==> src/rtl/alu_arbiter.sv <==
// rtl/alu_arbiter.sv - two-requester round-robin front end for one shared 4-bit ALU
// Optional illegal-opcode bypass: define ALU_ARB_OPCHK_EN.
module alu_arbiter #(
  parameter int ALU_WAIT = 1
) (
  input  logic       clk,
  input  logic       rst_n,
  input  logic [1:0] req_valid,
  output logic [1:0] req_ready,
  input  logic [7:0] req_a,
  input  logic [7:0] req_b,
  input  logic [7:0] req_op,
  input  logic [1:0] req_cin,
  output logic [3:0] alu_a,
  output logic [3:0] alu_b,
  output logic [3:0] alu_op,
  output logic       alu_cin,
  input  logic [3:0] alu_res,
  input  logic       alu_cout,
  input  logic       alu_of,
  output logic       rsp_valid,
  input  logic       rsp_ready,
  output logic       rsp_id,
  output logic [3:0] rsp_res,
  output logic       rsp_cout,
  output logic       rsp_of,
  output logic       rsp_err,
  output logic       busy
);

  typedef enum logic [1:0] {IDLE, EXEC, RESP} state_t;

  localparam logic [3:0] WAIT_LAST = 4'(ALU_WAIT - 1);

  state_t     state, state_nxt;
  logic [3:0] lat_a, lat_b, lat_op;
  logic       lat_cin, lat_id;
  logic       last_grant;
  logic [3:0] wait_cnt;
  logic [3:0] rsp_res_q;
  logic       rsp_cout_q, rsp_of_q;
  logic       grant, accept, exec_done, op_bad;
  logic [3:0] sel_a, sel_b, sel_op;
  logic       sel_cin;

  // last_grant names the requester that won most recently; the other one wins a tie
  always_comb begin
    if (req_valid == 2'b11) grant = ~last_grant;
    else                    grant = req_valid[1];
  end

  assign sel_a   = grant ? req_a[7:4]  : req_a[3:0];
  assign sel_b   = grant ? req_b[7:4]  : req_b[3:0];
  assign sel_op  = grant ? req_op[7:4] : req_op[3:0];
  assign sel_cin = grant ? req_cin[1]  : req_cin[0];

`ifdef ALU_ARB_OPCHK_EN
  logic rsp_err_q;
  assign op_bad  = (sel_op == 4'd0) || (sel_op > 4'd8);
  assign rsp_err = rsp_err_q;
`else
  assign op_bad  = 1'b0;
  assign rsp_err = 1'b0;
`endif

  always_comb begin
    state_nxt = state;
    req_ready = 2'b00;
    accept    = 1'b0;
    exec_done = 1'b0;
    case (state)
      IDLE: begin
        if (rst_n && (req_valid != 2'b00)) begin
          accept    = 1'b1;
          req_ready = grant ? 2'b10 : 2'b01;
          state_nxt = op_bad ? RESP : EXEC;
        end
      end
      EXEC: begin
        if (wait_cnt == WAIT_LAST) begin
          exec_done = 1'b1;
          state_nxt = RESP;
        end
      end
      RESP: begin
        if (rsp_ready) state_nxt = IDLE;
      end
      default: state_nxt = IDLE;
    endcase
  end

  // ALU sees the latched operands only while executing, quiet zeros otherwise
  assign alu_a     = (state == EXEC) ? lat_a   : 4'd0;
  assign alu_b     = (state == EXEC) ? lat_b   : 4'd0;
  assign alu_op    = (state == EXEC) ? lat_op  : 4'd0;
  assign alu_cin   = (state == EXEC) ? lat_cin : 1'b0;
  assign busy      = (state != IDLE);
  assign rsp_valid = (state == RESP);
  assign rsp_id    = lat_id;
  assign rsp_res   = rsp_res_q;
  assign rsp_cout  = rsp_cout_q;
  assign rsp_of    = rsp_of_q;

  always_ff @(posedge clk) begin
    if (!rst_n) begin
      state      <= IDLE;
      last_grant <= 1'b1;
      lat_a      <= 4'd0;
      lat_b      <= 4'd0;
      lat_op     <= 4'd0;
      lat_cin    <= 1'b0;
      lat_id     <= 1'b0;
      wait_cnt   <= 4'd0;
      rsp_res_q  <= 4'd0;
      rsp_cout_q <= 1'b0;
      rsp_of_q   <= 1'b0;
`ifdef ALU_ARB_OPCHK_EN
      rsp_err_q  <= 1'b0;
`endif
    end else begin
      state <= state_nxt;
      if (accept) begin
        lat_a      <= sel_a;
        lat_b      <= sel_b;
        lat_op     <= sel_op;
        lat_cin    <= sel_cin;
        lat_id     <= grant;
        last_grant <= grant;
        wait_cnt   <= 4'd0;
`ifdef ALU_ARB_OPCHK_EN
        if (op_bad) begin
          rsp_res_q  <= 4'd0;
          rsp_cout_q <= 1'b0;
          rsp_of_q   <= 1'b0;
          rsp_err_q  <= 1'b1;
        end
`endif
      end
      if (state == EXEC) wait_cnt <= wait_cnt + 4'd1;
      if (exec_done) begin
        rsp_res_q  <= alu_res;
        rsp_cout_q <= alu_cout;
        rsp_of_q   <= alu_of;
`ifdef ALU_ARB_OPCHK_EN
        rsp_err_q  <= 1'b0;
`endif
      end
    end
  end

endmodule
==> config.mk <==
export PLATFORM = sky130hd
export DESIGN_NAME = alu_arbiter
export DESIGN_NICKNAME = d
export VERILOG_FILES = /design/src/rtl/alu_arbiter.sv
export SDC_FILE = /design/constraint.sdc
export NUM_CORES = 1
export LEC_CHECK = 0
export CAP_MARGIN = 20
export CELL_PAD_IN_SITES_DETAIL_PLACEMENT = 0
export CELL_PAD_IN_SITES_GLOBAL_PLACEMENT = 1
export CORE_MARGIN = 10
export CORE_UTILIZATION = 30
export CTS_BUF_LIST = sky130_fd_sc_hd__clkbuf_8
export DETAILED_ROUTE_END_ITERATION = 8
export GPL_TIMING_DRIVEN = 0
export PLACE_DENSITY = 0.9
export SKIP_LAST_GASP = 1
export SLEW_MARGIN = 0
export SYNTH_ARGS = -nofsm -noshare
export SYNTH_HDL_FRONTEND = slang
export SYNTH_SLANG_ARGS = --single-unit
==> constraint.sdc <==
create_clock -name clk -period 1.75 [get_ports clk]
set_input_delay 0.4375 -clock clk [delete_from_list [all_inputs] [get_ports clk]]
set_output_delay 0.4375 -clock clk [all_outputs]
set_load 0.03 [all_outputs]
==> out/qor.yml, run 1 <==
run_status:
  status: "finished, violations left"
  violations: "negative setup slack"
logic_synthesis:
  synthArstFlopShare: 0
  ys_top_cells_by_count: "nand2_1, dfxtp_1, a21oi_1, a311oi_1, and2_1"
  yosysMostFrequentCell: "nand2_1"
  synth_edf_count: 0
  ys_types: 37
  synth_simple_gate_area_frac: 0.257
  yosys-top-cells-area: "dfxtp_1, a311oi_1, nand2_1"
  synthCells: 163
  ys.warnings.count: 0
  syn_avg_cell_area_sq_um: 8.24
  synth_compound_gate_area_share: 0.256
  synth-xor-area-share: 0.00652
  synthMuxAreaShare: 0
  syn_area_sq_mm: 0.00134
  synth_nets: 202
  synth_top_cell_area_share: 0.403
  yosys_most_used_dff: "dfxtp_1"
  synth-adder-area-share: 0.0186
  synth-seq-area-share: 0.403
  synth-seq-cells: 27
  synth_top_family_by_area: "simple AND/OR/NAND/NOR gates"
  synth_top_cell_by_area: "dfxtp_1"
finish:
  syn2layout_area_growth_pct: 68.3
  stdcell_area_sq_mm: 0.00226
  fillCellCount: 434
  num_antenna_cells: 0
  final_layout_size_suffix_gt1_frac: 0.282
  fin_nets: 278
placement:
  post-place-ws_ns: -1.06
  place_congestion: 0.770
  post_dp_cell_area_sq_mm: 0.00201
  dpl.hpwl_um: 3170
  io_buffer_count: 60
sta:
  setup_slack_ns: -0.0797
  rsz0062_at_grt: "yes"
  min_period_ns: 1.83
  setup_viol: 14
  hold_viol: 0
  worst_hold_slack_ns: 0.460
  worst_slew_pin_slew_ns: 0.531
  fin_crit_sh: 1.05
  max_freq_mhz: 547
  fin_skew_ns: 0.00612
  slew-limit-headroom: 0.645
  drv_slew: 0
clock_tree:
  h-tree-depth: 1
  worstSkewPairLatency_ns: 0.27
  cts_tree: "yes"
  clock-sinks: 27
  cts_root_buffer: "clkbuf_8"
  clockBufferDepth: 2
  ctsHoldBuffers: 0
  clkTransAtPathRegs_ns: 0.09
  numCtsBuffers: 3
routing:
  wl_per_cell_um: 15.3
  drt_wl_total_um: 4430
  drc: 0
  drt_first_pass_iters: 4
  viasPerCell: 4.93
  ant_nets: 0
  drt-initial-drc-count: 70
  vias: 1431
run:
  max_cap_violations: 0
floorplan:
  core_sq_mm: 0.00435
  dieArea_sq_mm: 0.00755
  die_h_um: 86.9
  start_util: 0.308
  row_count: 24
  pin_count: 62
  die_w_um: 86.9
grt:
  grt_pass1_vias: 1460
  grt_util_all_layers: 0.114
  grt_max_degree: 15
  grt_pass1_wl_um: 7110
  antenna_found_initial: 0
  grt-ovfl-total: 0
setup_path:
  crit_chain: "and2b_2, buf_6, buf_8, and2_4, buf_6"
  cp_slowest_cell: "dfxtp_4"
  cpLargestDelayFamily: "flip-flops"
  endpoint_kind: "output pin"
  critPathMaxStageDelay_ns: 0.38
  critical_path_class: "flop to output pin"
  crit_required_ns: 1.31
  worst-path-buf-inv: 3
  critical_path_peak_fanout: 7
  worstPathArrival_ns: 1.39
  critPathLaunchType: "flop"
  crit_top_cell: "buf_6"
pwr:
  powerDensity_mw_per_mm2: 777
  leakagePower_nw: 0.971
  irDropWorstVdd_mv: 0.677
min_path:
  hp-class: "primary input to flop"
area by class of cell:
type,count,area (sq um),share of cell area
flip-flops and latches,27,548,0.243
multi-input cells,120,802,0.355
plain buffers,11,76.3,0.0338
repair buffers,72,708,0.313
clock buffers,3,41.3,0.0183
clock inverters,1,3.75,0.00166
well taps,52,65.1,0.0288
inverters,4,15.0,0.00664
state kept, by name, indices dropped and copies added, names as in the netlist:
| name | flops |
|---|---|
| lat_a | 4 |
| lat_b | 4 |
| lat_op | 4 |
| rsp_res | 4 |
| wait_cnt | 4 |
| state | 2 |
| last_grant | 1 |
| lat_cin | 1 |
| rsp_cout | 1 |
| rsp_id | 1 |
| rsp_of | 1 |
path summary, 6_finish.rpt:
| kind | startpoint | end | cells past startpoint | slack (ns) |
|---|---|---|---|---|
| setup / recovery | state[1] | alu_op[2] | 5 | -0.08 |
| hold / removal | rst_n | rsp_id | 2 | 0.46 |
| setup reg to reg | state[0] | lat_b[1] | 5 | 0.22 |
| hold reg to reg | rsp_res[1] | rsp_res[1] | 2 | 0.48 |
logic make-up (layout without fill, tap and decap cells):
| logic type | Yosys count | count (layout) |
|---|---|---|
| compound gates | 51 | 51 |
| xor+xnor | 1 | 1 |
| buf+inv | 16 | 91 |
| other cells | 1 | 1 |
| fa+ha+maj | 2 | 2 |
| simple gates | 65 | 65 |
| flops | 27 | 27 |
metrics by stage:
| stage | cells | util | setup TNS [ns] | power [mW] |
|---|---|---|---|---|
| after floorplan | 163 | - | 0 | 1.07 |
| after global placement | 275 | 0.463 | -14.07 | 1.30 |
| after detailed placement | 275 | 0.463 | -14.10 | 1.31 |
| after CTS | 287 | 0.495 | -1.97 | 1.72 |
| after global routing | 290 | 0.519 | -1.82 | 1.86 |
| final | 290 | 0.519 | -1.07 | 1.76 |
metal layers:
metal	vias to the layer above	part of all wire	track usage
met1	653	0.43	0.132
met4	0	0.0034	0.0133
met5	-	0	0
li1	731	-	-
met2	45	0.49	0.193
met3	2	0.077	0.0487
power by group:
group	switching, mW	leakage [nW]	total [mW]	internal, mW
combinational	0.343	0.721	0.681	0.338
sequential	0.0475	0.223	0.730	0.682
clock	0.188	0.0269	0.346	0.157
cell usage in the layout (no fill, tap or decap), drive strengths merged:
| master | count |
|---|---|
| and2b | 1 |
| clkdlybuf4s50 | 36 |
| nand2b | 1 |
| dfxtp | 27 |
| a21bo | 1 |
| o21ai | 7 |
| inv | 4 |
| a21boi | 1 |
| and2 | 13 |
| buf | 35 |
| dlygate4sd2 | 2 |
| clkdlybuf4s15 | 1 |
| conb | 1 |
| xor2 | 1 |
| a211o | 1 |
| nor2 | 4 |
| nand3b | 1 |
| nor3 | 2 |
| a22oi | 1 |
| ha | 2 |
| nor3b | 2 |
| dlymetal6s2s | 4 |
| clkinv | 1 |
| nor2b | 1 |
| or3b | 2 |
| o2111ai | 1 |
| a311oi | 14 |
| o211ai | 1 |
| o31ai | 2 |
| nand3 | 7 |
| clkbuf | 8 |
| or2 | 2 |
| a21oi | 20 |
| nand2 | 29 |
| a31o | 1 |
| a41oi | 1 |
timing repair:
action                     in CTS  in global routing
gates resized for setup       121                 32
gates cloned                    1                  0
pin swaps                       2                 14
setup buffers                   8                  3
setup endpoints to repair      28                 20
Note: power is estimated with default switching activity, not from simulation.
==> inputs of run 2 (changes only) <==
ABC_AREA = 1   (was not set)
CORE_UTILIZATION = 28   (was 30)
PLACE_DENSITY = 0.89   (was 0.9)
==> out/qor.yml, run 2 <==
logic_synthesis:
  yosysMostFrequentCell: "nand2_1"
  syn_area_sq_mm: 0.00136
  syn_avg_cell_area_sq_um: 6.36
  ys_top_cells_by_count: "nand2_1, nor2_1, dfxtp_1, inv_1, nand3_1"
  synthCells: 213
  synth-seq-area-share: 0.399
  synthArstFlopShare: 0
  synth_nets: 252
  synth_top_cell_by_area: "dfxtp_1"
  yosys-top-cells-area: "dfxtp_1, nand2_1, nand3_1"
  synth_edf_count: 0
  synth-seq-cells: 27
  ys_types: 18
  yosys_most_used_dff: "dfxtp_1"
  ys.warnings.count: 0
  synth_top_cell_area_share: 0.399
finish:
  seq_area_sq_um: 547
  multiInputGateArea_sq_um: 692
  syn2layout_area_growth_pct: 56.1
  final_cell_mix: "nand2_1, clkdlybuf4s50_1, nor2_1"
  final_common_cell: "nand2_1"
  fin_nets: 318
  fillCellCount: 531
  stdcell_area_sq_mm: 0.00212
  final_layout_size_suffix_gt1_frac: 0.173
  num_antenna_cells: 0
setup_path:
  critPathMaxStageDelay_ns: 0.20
  critPathLaunch: "req_valid[0]"
  critical_path_peak_fanout: 10
  crit_chain: "clkdlybuf4s15_1, inv_1, nand2_1, nand3_4, buf_6, nor2_2, buf_6"
  r2r-end: "rsp_of"
  endpoint_kind: "output pin"
  critical_path_class: "primary input to output pin"
  crit_required_ns: 1.31
  cp_slowest_cell: "clkdlybuf4s15_1"
  crit_path_end: "req_ready[0]"
  critPathLaunchType: "primary input"
  r2r_cells: 7
  regToRegStartpoint: "wait_cnt[0]"
  crit_top_cell: "buf_6"
  worstPathArrival_ns: 1.29
  regToRegSetupSlack_ns: 0.45
sta:
  fin_crit_sh: 0.986
  setup_slack_ns: 0.0242
  fin_skew_ns: 0.00258
  drv_slew: 0
  min_period_ns: 1.73
  hold_viol: 0
  rsz0062_at_grt: "yes"
  max_freq_mhz: 579
  setup_viol: 0
grt:
  grt_max_degree: 16
  grt-ovfl-total: 0
  grt_util_all_layers: 0.105
  grt_pass1_vias: 1391
  grt_pass1_wl_um: 6580
  antenna_found_initial: 0
clock_tree:
  clock-sinks: 27
  cts_root_buffer: "clkbuf_8"
  ctsHoldBuffers: 0
  clkTransAtPathRegs_ns: 0.09
  h-tree-depth: 1
  numCtsBuffers: 3
  worstSkewPairLatency_ns: 0.27
  clockBufferDepth: 2
  cts_tree: "yes"
routing:
  vias: 1429
  viasPerCell: 4.30
  wl_per_cell_um: 12.4
  drc: 0
  drt-initial-drc-count: 110
  drt_first_pass_iters: 4
  ant_nets: 0
  drt_wl_total_um: 4120
pwr:
  seqPwrFrac: 0.435
  power.internal_mw: 1.09
  irDropWorstVdd_mv: 0.600
  switching_power_uw: 580
  p_sw_frac: 0.348
  p_comb_frac: 0.350
  pwr-share-clk: 0.216
  leakagePower_nw: 1.03
  powerDensity_mw_per_mm2: 787
floorplan:
  dieArea_sq_mm: 0.00802
  pin_count: 62
  die_h_um: 89.6
  die_w_um: 89.6
  start_util: 0.289
  row_count: 25
  core_sq_mm: 0.00469
placement:
  place_congestion: 0.765
  io_buffer_count: 60
  post-place-ws_ns: -1.00
  dpl.hpwl_um: 3240
  post_dp_cell_area_sq_mm: 0.00202
run:
  max_cap_violations: 0
min_path:
  hp-class: "flop to flop"
run_status:
  status: "finished, final reports clean"
[run 2: cell types whose count changed after synthesis, sizes merged, moves of 13 or more]
cell,delta
nor2,+26
and2,-13
a311oi,-14
nand2,+36
inv,+25
nand3,+17
[run 2: area by class of cell]
class                   instances  area share
clock inverters                 1     0.00237
inverters                      28      0.0509
multi-input cells             148       0.327
flip-flops and latches         27       0.258
clock buffers                   3      0.0195
plain buffers                   9      0.0313
repair buffers                 62       0.279
well taps                      54      0.0319
[run 2: kinds of logic after synthesis]
kind of cell,after synthesis,share of synthesized area
AO/OA/AOI/OAI,25,0.0923
adder cells (fa/ha/maj),2,0.0185
buffers and inverters,38,0.120
flip-flops,27,0.399
other,1,0.00277
AND/OR/NAND/NOR,120,0.367
[run 2: repair_timing]
item,CTS,global route
setup buffers,2,0
resized for setup,91,47
endpoints found under the setup margin,19,20
endpoints found under the hold margin,0,0
pin swaps,1,1
[run 2: power groups by stage]
stage | sequential, mW | clock (mW) | combinational, mW
finish | 0.724 | 0.359 | 0.583
detailed placement | 0.730 | 0 | 0.570
global route | 0.734 | 0.406 | 0.644
CTS | 0.719 | 0.375 | 0.579
floorplan | 0.774 | 0 | 0.283
global placement | 0.728 | 0 | 0.569
[run 2: worst min-delay path by stage]
stage          cells past startpoint         end        from
2_1_floorplan                      2  last_grant  last_grant
3_3_place_gp                       2    lat_b[1]    lat_b[1]
3_5_place_dp                       2   lat_op[0]   lat_op[0]
4_1_cts                            2   lat_op[0]   lat_op[0]
5_1_grt                            2    lat_b[2]    lat_b[2]
6_report                           2    lat_a[3]    lat_a[3]
[run 2: metal layers]
| metal | up-vias | part of all wire | GRT usage |
|---|---|---|---|
| li1 | 782 | - | - |
| met1 | 607 | 0.42 | 0.116 |
| met2 | 38 | 0.49 | 0.179 |
| met3 | 2 | 0.093 | 0.0529 |
| met4 | 0 | 0.0019 | 0.0130 |
| met5 | - | 0 | 0 |
[run 2: worst max-delay path: cells and delay by family]
kind,cells,cell delay [ns]
buffers and inverters,4,0.55
and+or+nand+nor,3,0.30
[run 2: through the flow]
stage / cells / util / TNS, ns / hold slack, ns / total power [mW]
3_5_place_dp: 327 / 0.431 / -6.29 / 0.457 / 1.30
5_1_grt: 332 / 0.451 / -0.173 / 0.491 / 1.78
6_report: 332 / 0.451 / 0 / 0.470 / 1.67
4_1_cts: 333 / 0.440 / -0.227 / 0.472 / 1.67
2_1_floorplan: 213 / - / 0 / 0.442 / 1.06
3_3_place_gp: 327 / 0.431 / -5.88 / 0.454 / 1.30
